===== src/rtl/decode_issue_if.sv =====
`default_nettype none
// ============================================================================
// Module      : decode_issue_if
// Description : Bundle of the decode/issue stage handshakes: the fetch-side
//               instruction channel (in_*), the execute-side output buffer
//               (out_*), the write-back return port (wb_*) and the CC output.
//               slave  : the decode/issue stage itself
//               master : the surrounding fetch / execute / write-back logic
// Revision    : 1.0 - initial release
// ============================================================================
interface decode_issue_if #(
    parameter int WIDTH = 16
);
    // Fetch -> decode
    logic             in_valid;
    logic             in_ready;
    logic [WIDTH-1:0] in_npc;
    logic [WIDTH-1:0] in_ir;
    logic             in_uses_a;
    logic             in_uses_b;
    logic             in_b_sel;
    logic             in_writes;
    logic             in_dest_sel;
    // Decode -> execute
    logic             out_valid;
    logic             out_ready;
    logic [WIDTH-1:0] out_npc;
    logic [WIDTH-1:0] out_ir;
    logic [WIDTH-1:0] out_sr1;
    logic [WIDTH-1:0] out_sr2;
    logic [2:0]       out_dr;
    logic             out_writes;
    // Write-back -> decode
    logic             wb_en;
    logic [2:0]       wb_dest;
    logic [WIDTH-1:0] wb_data;
    logic             wb_cc_en;
    logic [2:0]       wb_cc;
    logic [2:0]       cc_out;

    modport slave (
        input  in_valid, in_npc, in_ir, in_uses_a, in_uses_b, in_b_sel,
               in_writes, in_dest_sel, out_ready,
               wb_en, wb_dest, wb_data, wb_cc_en, wb_cc,
        output in_ready, out_valid, out_npc, out_ir, out_sr1, out_sr2,
               out_dr, out_writes, cc_out
    );

    modport master (
        output in_valid, in_npc, in_ir, in_uses_a, in_uses_b, in_b_sel,
               in_writes, in_dest_sel, out_ready,
               wb_en, wb_dest, wb_data, wb_cc_en, wb_cc,
        input  in_ready, out_valid, out_npc, out_ir, out_sr1, out_sr2,
               out_dr, out_writes, cc_out
    );
endinterface
`default_nettype wire


===== src/rtl/decode_issue_stage.sv =====
`default_nettype none
// ============================================================================
// Module      : decode_issue_stage
// Description : LC-3b style decode/issue stage. Holds the 8-entry register
//               file, the CC register and a per-register pending-write
//               scoreboard. Stalls fetch on RAW hazards or a saturated
//               scoreboard counter and registers the decoded operands into a
//               valid/ready output buffer feeding execute.
// Ports       : clk   - clock
//               rst_n - asynchronous active-low reset
//               bus   - decode_issue_if.slave (fetch in_*, execute out_*,
//                       write-back wb_*, cc_out)
// Options     : DECODE_WB_BYPASS_EN - when defined, a source whose only
//               outstanding write is retiring this cycle is forwarded from
//               wb_data instead of stalling.
// Revision    : 1.0 - initial release
// ============================================================================
module decode_issue_stage #(
    parameter int WIDTH  = 16,
    parameter int PEND_W = 2
) (
    input  wire logic     clk,
    input  wire logic     rst_n,
    decode_issue_if.slave bus
);
    localparam logic [PEND_W-1:0] c_PEND_MAX = {PEND_W{1'b1}};
    localparam logic [PEND_W-1:0] c_PEND_ONE = PEND_W'(1);
    localparam logic [2:0]        c_CC_RESET = 3'b010;

    logic [WIDTH-1:0]  r_rf   [8];
    logic [PEND_W-1:0] r_pend [8];
    logic [2:0]        r_cc;

    logic              r_out_valid;
    logic [WIDTH-1:0]  r_out_npc;
    logic [WIDTH-1:0]  r_out_ir;
    logic [WIDTH-1:0]  r_out_sr1;
    logic [WIDTH-1:0]  r_out_sr2;
    logic [2:0]        r_out_dr;
    logic              r_out_writes;

    logic [2:0]        w_sr1_idx;
    logic [2:0]        w_sr2_idx;
    logic [2:0]        w_dr_idx;
    logic              w_haz_a;
    logic              w_haz_b;
    logic              w_full;
    logic              w_in_ready;
    logic              w_accept;
    logic [WIDTH-1:0]  w_op_a;
    logic [WIDTH-1:0]  w_op_b;
    logic [7:0]        w_inc;
    logic [7:0]        w_dec;

    assign w_sr1_idx = bus.in_ir[8:6];
    assign w_sr2_idx = bus.in_b_sel    ? bus.in_ir[2:0] : bus.in_ir[11:9];
    assign w_dr_idx  = bus.in_dest_sel ? 3'b111         : bus.in_ir[11:9];

`ifdef DECODE_WB_BYPASS_EN
    // A source is safe to read this cycle when its last outstanding write is
    // the one retiring right now; the value comes straight from wb_data.
    logic w_byp_a;
    logic w_byp_b;
    assign w_byp_a = bus.wb_en && (bus.wb_dest == w_sr1_idx) && (r_pend[w_sr1_idx] == c_PEND_ONE);
    assign w_byp_b = bus.wb_en && (bus.wb_dest == w_sr2_idx) && (r_pend[w_sr2_idx] == c_PEND_ONE);
    assign w_haz_a = bus.in_uses_a && (r_pend[w_sr1_idx] != '0) && !w_byp_a;
    assign w_haz_b = bus.in_uses_b && (r_pend[w_sr2_idx] != '0) && !w_byp_b;
    assign w_op_a  = w_byp_a ? bus.wb_data : r_rf[w_sr1_idx];
    assign w_op_b  = w_byp_b ? bus.wb_data : r_rf[w_sr2_idx];
`else
    assign w_haz_a = bus.in_uses_a && (r_pend[w_sr1_idx] != '0);
    assign w_haz_b = bus.in_uses_b && (r_pend[w_sr2_idx] != '0);
    // Register file reads return the pre-write value during a write-back.
    assign w_op_a  = r_rf[w_sr1_idx];
    assign w_op_b  = r_rf[w_sr2_idx];
`endif

    // A saturated counter cannot track another in-flight write; the stall
    // holds even if that register is retiring this cycle.
    assign w_full     = bus.in_writes && (r_pend[w_dr_idx] == c_PEND_MAX);
    assign w_in_ready = !w_haz_a && !w_haz_b && !w_full && (!r_out_valid || bus.out_ready);
    assign w_accept   = bus.in_valid && w_in_ready;

    always_comb begin
        w_inc = '0;
        w_dec = '0;
        for (int i = 0; i < 8; i++) begin
            w_inc[i] = w_accept && bus.in_writes && (w_dr_idx == 3'(i));
            // Retiring an untracked write leaves the counter at zero.
            w_dec[i] = bus.wb_en && (bus.wb_dest == 3'(i)) && (r_pend[i] != '0);
        end
    end

    always_ff @(posedge clk or negedge rst_n) begin
        if (!rst_n) begin
            for (int i = 0; i < 8; i++) begin
                r_rf[i]   <= '0;
                r_pend[i] <= '0;
            end
            r_cc <= c_CC_RESET;
        end else begin
            if (bus.wb_en) begin
                r_rf[bus.wb_dest] <= bus.wb_data;
            end
            if (bus.wb_cc_en) begin
                r_cc <= bus.wb_cc;
            end
            for (int i = 0; i < 8; i++) begin
                if (w_inc[i] && !w_dec[i]) begin
                    r_pend[i] <= r_pend[i] + c_PEND_ONE;
                end else if (w_dec[i] && !w_inc[i]) begin
                    r_pend[i] <= r_pend[i] - c_PEND_ONE;
                end
            end
        end
    end

    // Output buffer: loads on accept (also covers back-to-back when execute
    // drains in the same cycle); fields are untouched while stalled.
    always_ff @(posedge clk or negedge rst_n) begin
        if (!rst_n) begin
            r_out_valid  <= 1'b0;
            r_out_npc    <= '0;
            r_out_ir     <= '0;
            r_out_sr1    <= '0;
            r_out_sr2    <= '0;
            r_out_dr     <= '0;
            r_out_writes <= 1'b0;
        end else if (w_accept) begin
            r_out_valid  <= 1'b1;
            r_out_npc    <= bus.in_npc;
            r_out_ir     <= bus.in_ir;
            r_out_sr1    <= w_op_a;
            r_out_sr2    <= w_op_b;
            r_out_dr     <= w_dr_idx;
            r_out_writes <= bus.in_writes;
        end else if (bus.out_ready) begin
            r_out_valid  <= 1'b0;
        end
    end

    assign bus.in_ready   = w_in_ready;
    assign bus.out_valid  = r_out_valid;
    assign bus.out_npc    = r_out_npc;
    assign bus.out_ir     = r_out_ir;
    assign bus.out_sr1    = r_out_sr1;
    assign bus.out_sr2    = r_out_sr2;
    assign bus.out_dr     = r_out_dr;
    assign bus.out_writes = r_out_writes;
    assign bus.cc_out     = r_cc;
endmodule
`default_nettype wire


===== src/flat_wrapper.sv =====
// flat-port wrapper written by rule: the top's interface ports become plain ports
module decode_issue_stage_flat 
#(
    parameter int WIDTH  = 16,
    parameter int PEND_W = 2
)
  (clk, rst_n, bus_in_valid, bus_in_npc, bus_in_ir, bus_in_uses_a, bus_in_uses_b, bus_in_b_sel, bus_in_writes, bus_in_dest_sel, bus_out_ready, bus_wb_en, bus_wb_dest, bus_wb_data, bus_wb_cc_en, bus_wb_cc, bus_in_ready, bus_out_valid, bus_out_npc, bus_out_ir, bus_out_sr1, bus_out_sr2, bus_out_dr, bus_out_writes, bus_cc_out);
  decode_issue_if #(.WIDTH(WIDTH)) bus_i ();
  input  wire logic clk;
  input  wire logic rst_n;
  input wire logic [$bits(bus_i.in_valid)-1:0] bus_in_valid;
  input wire logic [$bits(bus_i.in_npc)-1:0] bus_in_npc;
  input wire logic [$bits(bus_i.in_ir)-1:0] bus_in_ir;
  input wire logic [$bits(bus_i.in_uses_a)-1:0] bus_in_uses_a;
  input wire logic [$bits(bus_i.in_uses_b)-1:0] bus_in_uses_b;
  input wire logic [$bits(bus_i.in_b_sel)-1:0] bus_in_b_sel;
  input wire logic [$bits(bus_i.in_writes)-1:0] bus_in_writes;
  input wire logic [$bits(bus_i.in_dest_sel)-1:0] bus_in_dest_sel;
  input wire logic [$bits(bus_i.out_ready)-1:0] bus_out_ready;
  input wire logic [$bits(bus_i.wb_en)-1:0] bus_wb_en;
  input wire logic [$bits(bus_i.wb_dest)-1:0] bus_wb_dest;
  input wire logic [$bits(bus_i.wb_data)-1:0] bus_wb_data;
  input wire logic [$bits(bus_i.wb_cc_en)-1:0] bus_wb_cc_en;
  input wire logic [$bits(bus_i.wb_cc)-1:0] bus_wb_cc;
  output wire logic [$bits(bus_i.in_ready)-1:0] bus_in_ready;
  output wire logic [$bits(bus_i.out_valid)-1:0] bus_out_valid;
  output wire logic [$bits(bus_i.out_npc)-1:0] bus_out_npc;
  output wire logic [$bits(bus_i.out_ir)-1:0] bus_out_ir;
  output wire logic [$bits(bus_i.out_sr1)-1:0] bus_out_sr1;
  output wire logic [$bits(bus_i.out_sr2)-1:0] bus_out_sr2;
  output wire logic [$bits(bus_i.out_dr)-1:0] bus_out_dr;
  output wire logic [$bits(bus_i.out_writes)-1:0] bus_out_writes;
  output wire logic [$bits(bus_i.cc_out)-1:0] bus_cc_out;
  assign bus_i.in_valid = bus_in_valid;
  assign bus_i.in_npc = bus_in_npc;
  assign bus_i.in_ir = bus_in_ir;
  assign bus_i.in_uses_a = bus_in_uses_a;
  assign bus_i.in_uses_b = bus_in_uses_b;
  assign bus_i.in_b_sel = bus_in_b_sel;
  assign bus_i.in_writes = bus_in_writes;
  assign bus_i.in_dest_sel = bus_in_dest_sel;
  assign bus_i.out_ready = bus_out_ready;
  assign bus_i.wb_en = bus_wb_en;
  assign bus_i.wb_dest = bus_wb_dest;
  assign bus_i.wb_data = bus_wb_data;
  assign bus_i.wb_cc_en = bus_wb_cc_en;
  assign bus_i.wb_cc = bus_wb_cc;
  assign bus_in_ready = bus_i.in_ready;
  assign bus_out_valid = bus_i.out_valid;
  assign bus_out_npc = bus_i.out_npc;
  assign bus_out_ir = bus_i.out_ir;
  assign bus_out_sr1 = bus_i.out_sr1;
  assign bus_out_sr2 = bus_i.out_sr2;
  assign bus_out_dr = bus_i.out_dr;
  assign bus_out_writes = bus_i.out_writes;
  assign bus_cc_out = bus_i.cc_out;
  decode_issue_stage #(.WIDTH(WIDTH), .PEND_W(PEND_W)) u_core (.clk(clk), .rst_n(rst_n), .bus(bus_i));
endmodule

===== config.mk =====
export PLATFORM = sky130hd
export DESIGN_NAME = decode_issue_stage_flat
export DESIGN_NICKNAME = d
export VERILOG_FILES = /design/src/rtl/decode_issue_if.sv /design/src/rtl/decode_issue_stage.sv /design/src/flat_wrapper.sv
export SDC_FILE = /design/constraint.sdc
export NUM_CORES = 1
export LEC_CHECK = 0
export BUFFER_PORTS_ARGS = -buffer_cell sky130_fd_sc_hd__buf_2
export CAP_MARGIN = 25
export CORE_MARGIN = 5
export CORE_UTILIZATION = 54
export CTS_BUF_LIST = sky130_fd_sc_hd__clkbuf_8
export DETAILED_ROUTE_END_ITERATION = 12
export PLACE_DENSITY_LB_ADDON = 0.12
export SYNTH_ARGS = -nofsm -noshare
export SYNTH_HDL_FRONTEND = slang
export SYNTH_SLANG_ARGS = --single-unit

===== constraint.sdc =====
create_clock -name clk -period 2.3 [get_ports clk]
set_input_delay 0.115 -clock clk [delete_from_list [all_inputs] [get_ports clk]]
set_output_delay 0.115 -clock clk [all_outputs]
set_load 0.005 [all_outputs]

After elaboration in Yosys (flattened, before gate mapping):

Cells that the tools add are included.

* memory bits (read-only): 0
* RAM bits: 0
* bits in latches: 0
* input bits: 65
* output and inout bits: 73
* memories kept: 0
* flip-flop bits (word level): 216

* add/sub/neg operators: 16
* equality and inequality tests: 15
* multiply operators: 0
* order comparisons: 5
* bitwise gates (word level): 4
* divide/modulo/power cells: 0
* muxes and demuxes: 38
* shift operators: 0
* reductions and logical operators: 91

Operators by type and width (count)
* $bwmux W128: 1
* $bmux W16 S3: 2
* $mux W16: 5
* $logic_and A1 B1 Y1: 49
* $demux W16 S3: 1
* $mux W2: 22
* $reduce_bool A2 Y1: 19
* $eq A3 B3 Y1 const B: 8
* $logic_not A1 Y1: 20
* $bmux W2 S3: 3
* $add A2 B1 Y2 const B: 8
* $ge A4 B4 Y1 const B: 4
* $not A3 Y4: 4
* $sub A2 B1 Y2 const B: 8
* $eq A3 B2 Y1 const B: 4
* $eq A3 B1 Y1 const B: 2
* $logic_not A3 Y1: 2
* $mux W3: 2
* $lt A4 B1 Y1 const B: 1
* $eq A2 B2 Y1 const B: 1
* $mux W1: 2
* $logic_or A1 B1 Y1: 1

Depth between registers and ports, before layout:

Gate-level depths: netlist of the first run.

* depth after elaboration: 18
* gate-level depth with buffers: 11

Worst setup path before layout of the first run:

No wires, ideal clock.

* path kind: input to register
* start: input bus_in_dest_sel
* end: register u_core.r_pend[11] (netlist name)
* buffers on the path: 1
* cell stages on the path: 11
* data required time: 2.175 ns
* arrival time: 2.287 ns
* slack: -0.112 ns
* library setup time: 0.125 ns
* cells stage by stage: clkbuf_1 > or3b_2 > a21oi_1 > nor4_1 > nor4_1 > nand2_1 > nor4_1 > ha_1 > xor2_1 > nor2_1 > xor2_1

* word-level cells in the longest chain between the ends: 16
* elaborated cells between the ends (all ways): 19

RTL lines
* start, declared: RTL line flat_wrapper.sv:18 `input wire logic [$bits(bus_i.in_dest_sel)-1:0] bus_in_dest_sel;`
* $mux W3 (*): RTL line decode_issue_stage.sv:57 `assign w_dr_idx = bus.in_dest_sel ? 3'b111 : bus.in_ir[11:9];`
* $not A3 Y4 (not written as such): RTL line decode_issue_stage.sv:80 `assign w_full = bus.in_writes && (r_pend[w_dr_idx] == c_PEND_MAX);`
* $bmux W2 S3: RTL line decode_issue_stage.sv:80
* $mux W2 (not written as such) (2 in a row): RTL line decode_issue_stage.sv:80
* $eq A2 B2 Y1: RTL line decode_issue_stage.sv:80
* $logic_and A1 B1 Y1: RTL line decode_issue_stage.sv:80
* $logic_not A1 Y1: RTL line decode_issue_stage.sv:81 `assign w_in_ready = !w_haz_a && !w_haz_b && !w_full && (!r_out_valid || bus.out_ready);`
* $logic_and A1 B1 Y1 (2 in a row): RTL line decode_issue_stage.sv:81
* $logic_and A1 B1 Y1: RTL line decode_issue_stage.sv:82 `assign w_accept = bus.in_valid && w_in_ready;`
* $logic_and A1 B1 Y1: RTL line decode_issue_stage.sv:88 `w_inc[i] = w_accept && bus.in_writes && (w_dr_idx == 3'(i));`
* $logic_and A1 B1 Y1 (*): RTL line decode_issue_stage.sv:88
* $logic_not A1 Y1: RTL line decode_issue_stage.sv:111 `end else if (w_dec[i] && !w_inc[i]) begin`
* $logic_and A1 B1 Y1: RTL line decode_issue_stage.sv:111
* $reduce_bool A2 Y1 (no line)
* end signal, assigned by index: RTL line decode_issue_stage.sv:110 `r_pend[i] <= r_pend[i] + c_PEND_ONE;`
* end signal, assigned by index: RTL line decode_issue_stage.sv:112 `r_pend[i] <= r_pend[i] - c_PEND_ONE;`
* end, declared: RTL line decode_issue_stage.sv:31 `logic [PEND_W-1:0] r_pend [8];`

Every way passes the cells marked *; elsewhere a longest branch is shown, timed or not. The select of a mux whose other input is x is not followed.
A chain may end at the register's enable or synchronous reset.

Worst setup path after layout of the first run:

* start: register u_core.r_pend[10] (netlist name)
* end: register u_core.r_out_sr1[2], in the netlist u_core.bus.out_sr1[2]

* word-level cells in the longest chain between the ends: 10
* elaborated cells between the ends (all ways): 22

RTL lines
* $bmux W2 S3 (on tied branches): RTL line decode_issue_stage.sv:71, decode_issue_stage.sv:72
* $mux W2 (on tied branches) (2 in a row): RTL line decode_issue_stage.sv:71, decode_issue_stage.sv:72
* $reduce_bool A2 Y1 (on tied branches): RTL line decode_issue_stage.sv:71, decode_issue_stage.sv:72
* $logic_and A1 B1 Y1 (on tied branches): RTL line decode_issue_stage.sv:71, decode_issue_stage.sv:72
* $logic_not A1 Y1: RTL line decode_issue_stage.sv:81
* $logic_and A1 B1 Y1: RTL line decode_issue_stage.sv:81
* $logic_and A1 B1 Y1 (*) (2 in a row): RTL line decode_issue_stage.sv:81
* $logic_and A1 B1 Y1 (*): RTL line decode_issue_stage.sv:82
* end signal, assigned: RTL line decode_issue_stage.sv:133 `r_out_sr1 <= w_op_a;`
* end, declared: RTL line decode_issue_stage.sv:37 `logic [WIDTH-1:0] r_out_sr1;`

Marked as above.

==> qor.txt, run 1 <==
Setup CP Type: reg -> reg
Critical Path AT: 2.79 ns
Syn avg cell area: 15.6 µm²
Number of CTS-inserted buffers: 37
GRT Total Usage: 0.242
Outcome: finished, violations left
Crit share post-route: 1.05
Max-slew headroom: 0.559
EDFF count, synth: 0
Critical Path Sink Type: flip-flop
Vias in the first global route: 7860
Share of cells above drive strength 1: 0.623
Hold Crit Class: in -> reg
RSZ-0062 raised after global routing: yes
HPWL after DPL: 17000 µm
CP Max Fanout: 6
R2R depth: 10
Min Hold Slack: 0.0402 ns
Starting Density: 0.543
Initial DRC Count: 442
Clock sinks: 216
# rows: 51
WL final: 28300 µm
Final TNS setup: -3.86 ns
Failing checks: setup timing
Worst VDD drop: 0.000685 V
Fin crit period: 2.41 ns
Seq/Total Area, Yosys: 0.515
Diodes inserted: 0
H-tree lvl count: 2
Clock latency on the worst-skew pair: 0.52 ns
Clock transition at path regs: 0.06 ns
Setup crit start: u_core.r_pend[10]
Final setup violating endpoints: 70
DR vias: 7162
Synthesized area: 10500 µm²
Top cells by area, synth: dfrtp_1 (51%), mux2_2 (24%), mux4_2 (14%)
Share of Yosys cell area claimed by the top area cell type: 0.512
Fraction of registers with async set/reset: 1.00
Full die area: 22300 µm²
Setup WS pre-CTS: -0.344 ns
Largest area contributor in the netlist: dfrtp_1
Drt via density: 5.85
Worst r2r src: u_core.r_pend[10]
Final setup margin: -0.105 ns
Max-slew violations: 0
Initial antenna violation count: 0
Worst Path Required: 2.68 ns
Num ports: 138
Crit start category: flip-flop
Chip Width: 149 µm
Die Span Y: 149 µm
Cell variety after synth: 38
Clock Skews: 0.0283 ns
Worst setup endpoint: u_core.bus.out_sr1[2]
Gate Count Post-Synth: 672
Post-synth top flop: dfrtp_1
Nets@finish: 1015
Clk buf depth: 3
Max frequency: 416 MHz
#FFs+latches synth: 216
CTS tree: done
Worst Max-Slew Pin Slew: 0.662 ns
First-pass GRT wire length: 42500 µm
Congestion Overflow GR: 0
Area growth syn-to-layout: 30.2%
Leak pwr: 6.15 nW
Mapped Nets: 745
Final hold viol count: 0
Commonest cells after routing, fill and taps aside: dfrtp_1 (215), mux2_2 (199), buf_2 (136), mux4_2 (67), buf_4 (62)
Initial DRT Pass Iterations: 5
Synth Warn #: 0
Design Area, Final: 13700 µm²
Placer Congestion: 0.892
Total of max-cap violations: 0
Drt wl/cell: 23.1 µm
Fill count: 1262
Input/output buffers: 137
Root buf cell: clkbuf_8
Final ANT Viol Nets: 0
Core area: 19300 µm²
Worst reg2reg setup slack: -0.11 ns
Largest net degree at the start of global routing: 73
Most common cell after layout, fill and taps aside: dfrtp_1
Placement Cell Area: 11900 µm²
PwrDens: 1030 nW/µm²
Residual DRC: 0
FF-to-FF End: u_core.bus.out_sr1[2]
[critical path: stages, from the launching register on]
cell and delay [ns]:
dfrtp_1 0.40, nor2_2 0.07, mux4_2 0.47, nor3b_2 0.17
nor4_1 0.06, buf_4 0.17, buf_4 0.14, nand3_4 0.11
buf_12 0.17, clkbuf_16 0.16, mux2_2 0.32
[power by group]
| group | total [mW] | internal, mW | switching, mW |
|---|---|---|---|
| logic | 5.09 | 3.11 | 1.98 |
| clock network | 3.16 | 1.68 | 1.49 |
| registers | 5.90 | 5.08 | 0.819 |
[synthesized netlist by cell type, types with 5 or more instances]
master / number
nand2_1: 9
nor3_1: 6
o21ai_0: 5
mux2_2: 222
mux4_2: 67
clkbuf_1: 22
dfrtp_1: 215
nor4_1: 6
xnor2_1: 8
mux2i_1: 9
mux2_1: 6
buf_2: 11
xor2_1: 16
ha_1: 8
nor2_1: 21
[area by class of cell]
cell class	instances	area (µm²)	share of cell area
sequential	216	5410	0.395
multi-input combinational	415	5260	0.384
tap	265	332	0.0242
timing repair buffer	268	2020	0.147
clock buffer	43	592	0.0433
inverter	4	15.0	0.00110
clock inverter	14	58.8	0.00430
[registers in the layout, summed over array words and instances, names as in the netlist]
register / count
u_core.bus.out_writes: 1
u_core.r_rf: 128
u_core.bus.cc_out: 3
u_core.r_pend: 16
u_core.bus.out_dr: 3
u_core.bus.out_npc: 16
u_core.bus.out_sr2: 16
u_core.bus.out_sr1: 16
u_core.bus.out_valid: 1
u_core.bus.out_ir: 16
[stage by stage]
step	utilization	instances	power [mW]
after floorplan	-	672	8.26
after global placement	0.617	1092	9.86
after detailed placement	0.617	1092	10.1
after CTS	0.684	1204	13.5
after global routing	0.707	1225	14.9
final	0.707	1225	14.1
[worst min-delay path by stage]
stage / startpoint / endpoint / slack, ns / cells after the start
after floorplan: rst_n / u_core.bus.cc_out[0] / -0.18 / 0
after global placement: rst_n / u_core.bus.out_dr[1] / 0.16 / 1
after detailed placement: rst_n / u_core.bus.out_dr[1] / 0.17 / 1
after CTS: bus_in_ir[11] / u_core.bus.out_dr[2] / 0.006 / 3
after global routing: bus_in_ir[11] / u_core.bus.out_dr[2] / 0.09 / 3
final: bus_in_ir[11] / u_core.bus.out_dr[2] / 0.04 / 3
[routing by layer]
layer  up-vias  track usage  part of all wire
met2       260        0.427              0.51
met3        41       0.0515             0.058
met1      3783        0.305              0.41
met5         -            0                 0
li1       3078            -                 -
met4         0       0.0641             0.018
[cell families (layout without fill, tap and decap cells)]
family	count (synthesis)	in the layout	share of synthesized area
multiplexers	305	305	0.399
flip-flops	216	216	0.515
AND/OR/NAND/NOR	63	64	0.0310
buffers and inverters	42	329	0.0174
XOR/XNOR	24	24	0.0200
AO/OA/AOI/OAI	14	14	0.00834
adder cells (fa/ha/maj)	8	8	0.00953
[repair_timing]
item	in CTS	in global routing
hold buffers	53	0
hold endpoints to repair	228	0
cloned	0	7
setup endpoints to repair	17	82
pin swaps	7	12
setup buffers	2	14
resized for setup	17	48
Note: power is estimated with default switching activity, not from simulation.
==> run 2: changes to the inputs <==
--- a/config.mk
+++ b/config.mk
@@ -12,6 +12,7 @@
 export CTS_BUF_LIST = sky130_fd_sc_hd__clkbuf_8
 export DETAILED_ROUTE_END_ITERATION = 12
 export PLACE_DENSITY_LB_ADDON = 0.12
+export SETUP_SLACK_MARGIN = 0.02
 export SYNTH_ARGS = -nofsm -noshare
 export SYNTH_HDL_FRONTEND = slang
 export SYNTH_SLANG_ARGS = --single-unit
==> qor.txt, run 2 (synthesis results as in run 1) <==
Clock transition at path regs: 0.06 ns
Worst Max-Slew Pin Slew: 0.648 ns
Worst reg2reg setup slack: -0.22 ns
Overall power: 13.9 mW
Vias in the first global route: 7731
First-pass GRT wire length: 42000 µm
Max-slew violations: 0
Share of cells above drive strength 1: 0.617
RSZ-0062 raised after global routing: yes
Worst VDD drop: 0.000555 V
Critical Path Sink Type: flip-flop
Nets@finish: 999
Clock sinks: 216
Input/output buffers: 137
Final ANT Viol Nets: 0
Worst Hold Launch: bus_in_dest_sel
FF-to-FF End: u_core.r_pend[5]
Worst Path Required: 2.70 ns
Largest net degree at the start of global routing: 75
DR vias: 6928
Drt via density: 5.70
Max reg flops: 128
Failing checks: setup timing
Clk buf depth: 3
Clock Skews: 0.0104 ns
Crit start category: flip-flop
Clock latency on the worst-skew pair: 0.52 ns
Critical Path AT: 2.92 ns
Fin crit period: 2.52 ns
Placer Congestion: 0.910
Number of CTS-inserted buffers: 38
Fill count: 1322
Outcome: finished, violations left
Max-slew headroom: 0.568
Core area: 19300 µm²
Full die area: 22300 µm²
Congestion Overflow GR: 0
HPWL after DPL: 16700 µm
Hold Path Sink: u_core.bus.out_dr[0]
Min Hold Slack: 0.0526 ns
Leak pwr: 5.96 nW
Residual DRC: 0
Diodes inserted: 0
Chip Width: 149 µm
Drt wl/cell: 21.9 µm
H-tree lvl count: 2
Reg area: 5410 µm²
Setup CP Type: reg -> reg
Num ports: 138
Starting Density: 0.543
Total of max-cap violations: 0
# rows: 51
Final setup margin: -0.224 ns
Multi-input logic area: 5140 µm²
Initial antenna violation count: 0
PwrDens: 1030 nW/µm²
WL final: 26600 µm
Commonest cells after routing, fill and taps aside: mux2_2 (222), dfrtp_1 (215), buf_2 (136), mux4_2 (67)
Area growth syn-to-layout: 28.0%
Most common cell after layout, fill and taps aside: mux2_2
Final setup violating endpoints: 41
Largest Register: u_core.r_rf
Final hold viol count: 0
Root buf cell: clkbuf_8
Die Span Y: 149 µm
Max frequency: 396 MHz
Worst r2r src: u_core.r_pend[10]
Hold depth: 4
CP Max Fanout: 7
Initial DRC Count: 363
GRT Total Usage: 0.241
Hold Crit Class: in -> reg
Crit share post-route: 1.10
CTS tree: done
R2R depth: 12
Initial DRT Pass Iterations: 4
Final TNS setup: -2.54 ns
run 2: cell types whose count changed in the layout (fill, tap and decap cells not counted), sizes merged:
cell | previous run | this run
inv | 15 | 17
nand2 | 10 | 9
bufinv | 0 | 1
clkinvlp | 1 | 0
clkbuf | 48 | 50
buf | 210 | 197
run 2: worst max path at each step:
stage	depth (start not counted)	startpoint	slack [ns]	end
after floorplan	10	u_core.r_pend[7]	-0.06	u_core.r_pend[13]
after global placement	11	u_core.r_pend[9]	-0.26	u_core.r_pend[5]
after detailed placement	11	bus_in_dest_sel	-0.34	u_core.r_pend[5]
after CTS	12	u_core.r_pend[9]	-0.12	u_core.r_pend[5]
after global routing	12	u_core.r_pend[6]	-0.34	u_core.r_pend[5]
final	12	u_core.r_pend[10]	-0.22	u_core.r_pend[5]
run 2: per-stage QoR:
step / area [µm²] / worst slack (ns) / instances / utilization
2_1_floorplan: 10500 / -0.0627 / 672 / -
3_3_place_gp: 11900 / -0.262 / 1092 / 0.616
3_5_place_dp: 11900 / -0.341 / 1092 / 0.616
4_1_cts: 13400 / -0.119 / 1214 / 0.691
5_1_grt: 13400 / -0.341 / 1215 / 0.695
6_report: 13400 / -0.224 / 1215 / 0.695
run 2: area by class of cell:
class,instances,area share
clock buffer,48,0.0492
sequential,216,0.402
clock inverter,16,0.00698
multi-input combinational,414,0.383
inverter,4,0.00112
timing repair buffer,252,0.133
tap,265,0.0247
run 2: timing repair:
action	CTS	global route
setup buffers	5	0
gates resized for setup	25	10
hold buffers	53	0
endpoints found under the hold margin	233	0
setup endpoints to repair	79	82
cloned	0	1
pin swaps	19	4
run 2: where the power goes:
group / internal [mW] / total, mW / switching [mW] / leakage, nW
Combinational: 2.77 / 4.54 / 1.77 / 2.95
Clock: 1.98 / 3.49 / 1.51 / 0.436
Sequential: 5.07 / 5.87 / 0.800 / 2.58
Total: 9.82 / 13.9 / 4.08 / 5.96
run 2: critical path: stages (launching register included):
cell     delay [ns]
dfrtp_1        0.43
nor2_2         0.14
mux4_2         0.26
nor3b_2        0.06
nor4_2         0.33
nand2_1        0.13
buf_6          0.17
buf_6          0.12
nor3_4         0.22
ha_4           0.16
xor2_1         0.17
nor2_2         0.06
xor2_1         0.16
run 2: per-layer routing:
metal | up-vias | part of all wire | track usage
met1 | 3621 | 0.42 | 0.317
met3 | 36 | 0.051 | 0.0439
met2 | 219 | 0.52 | 0.423
met5 | - | 0 | 0
li1 | 3052 | - | -
met4 | 0 | 0.015 | 0.0549
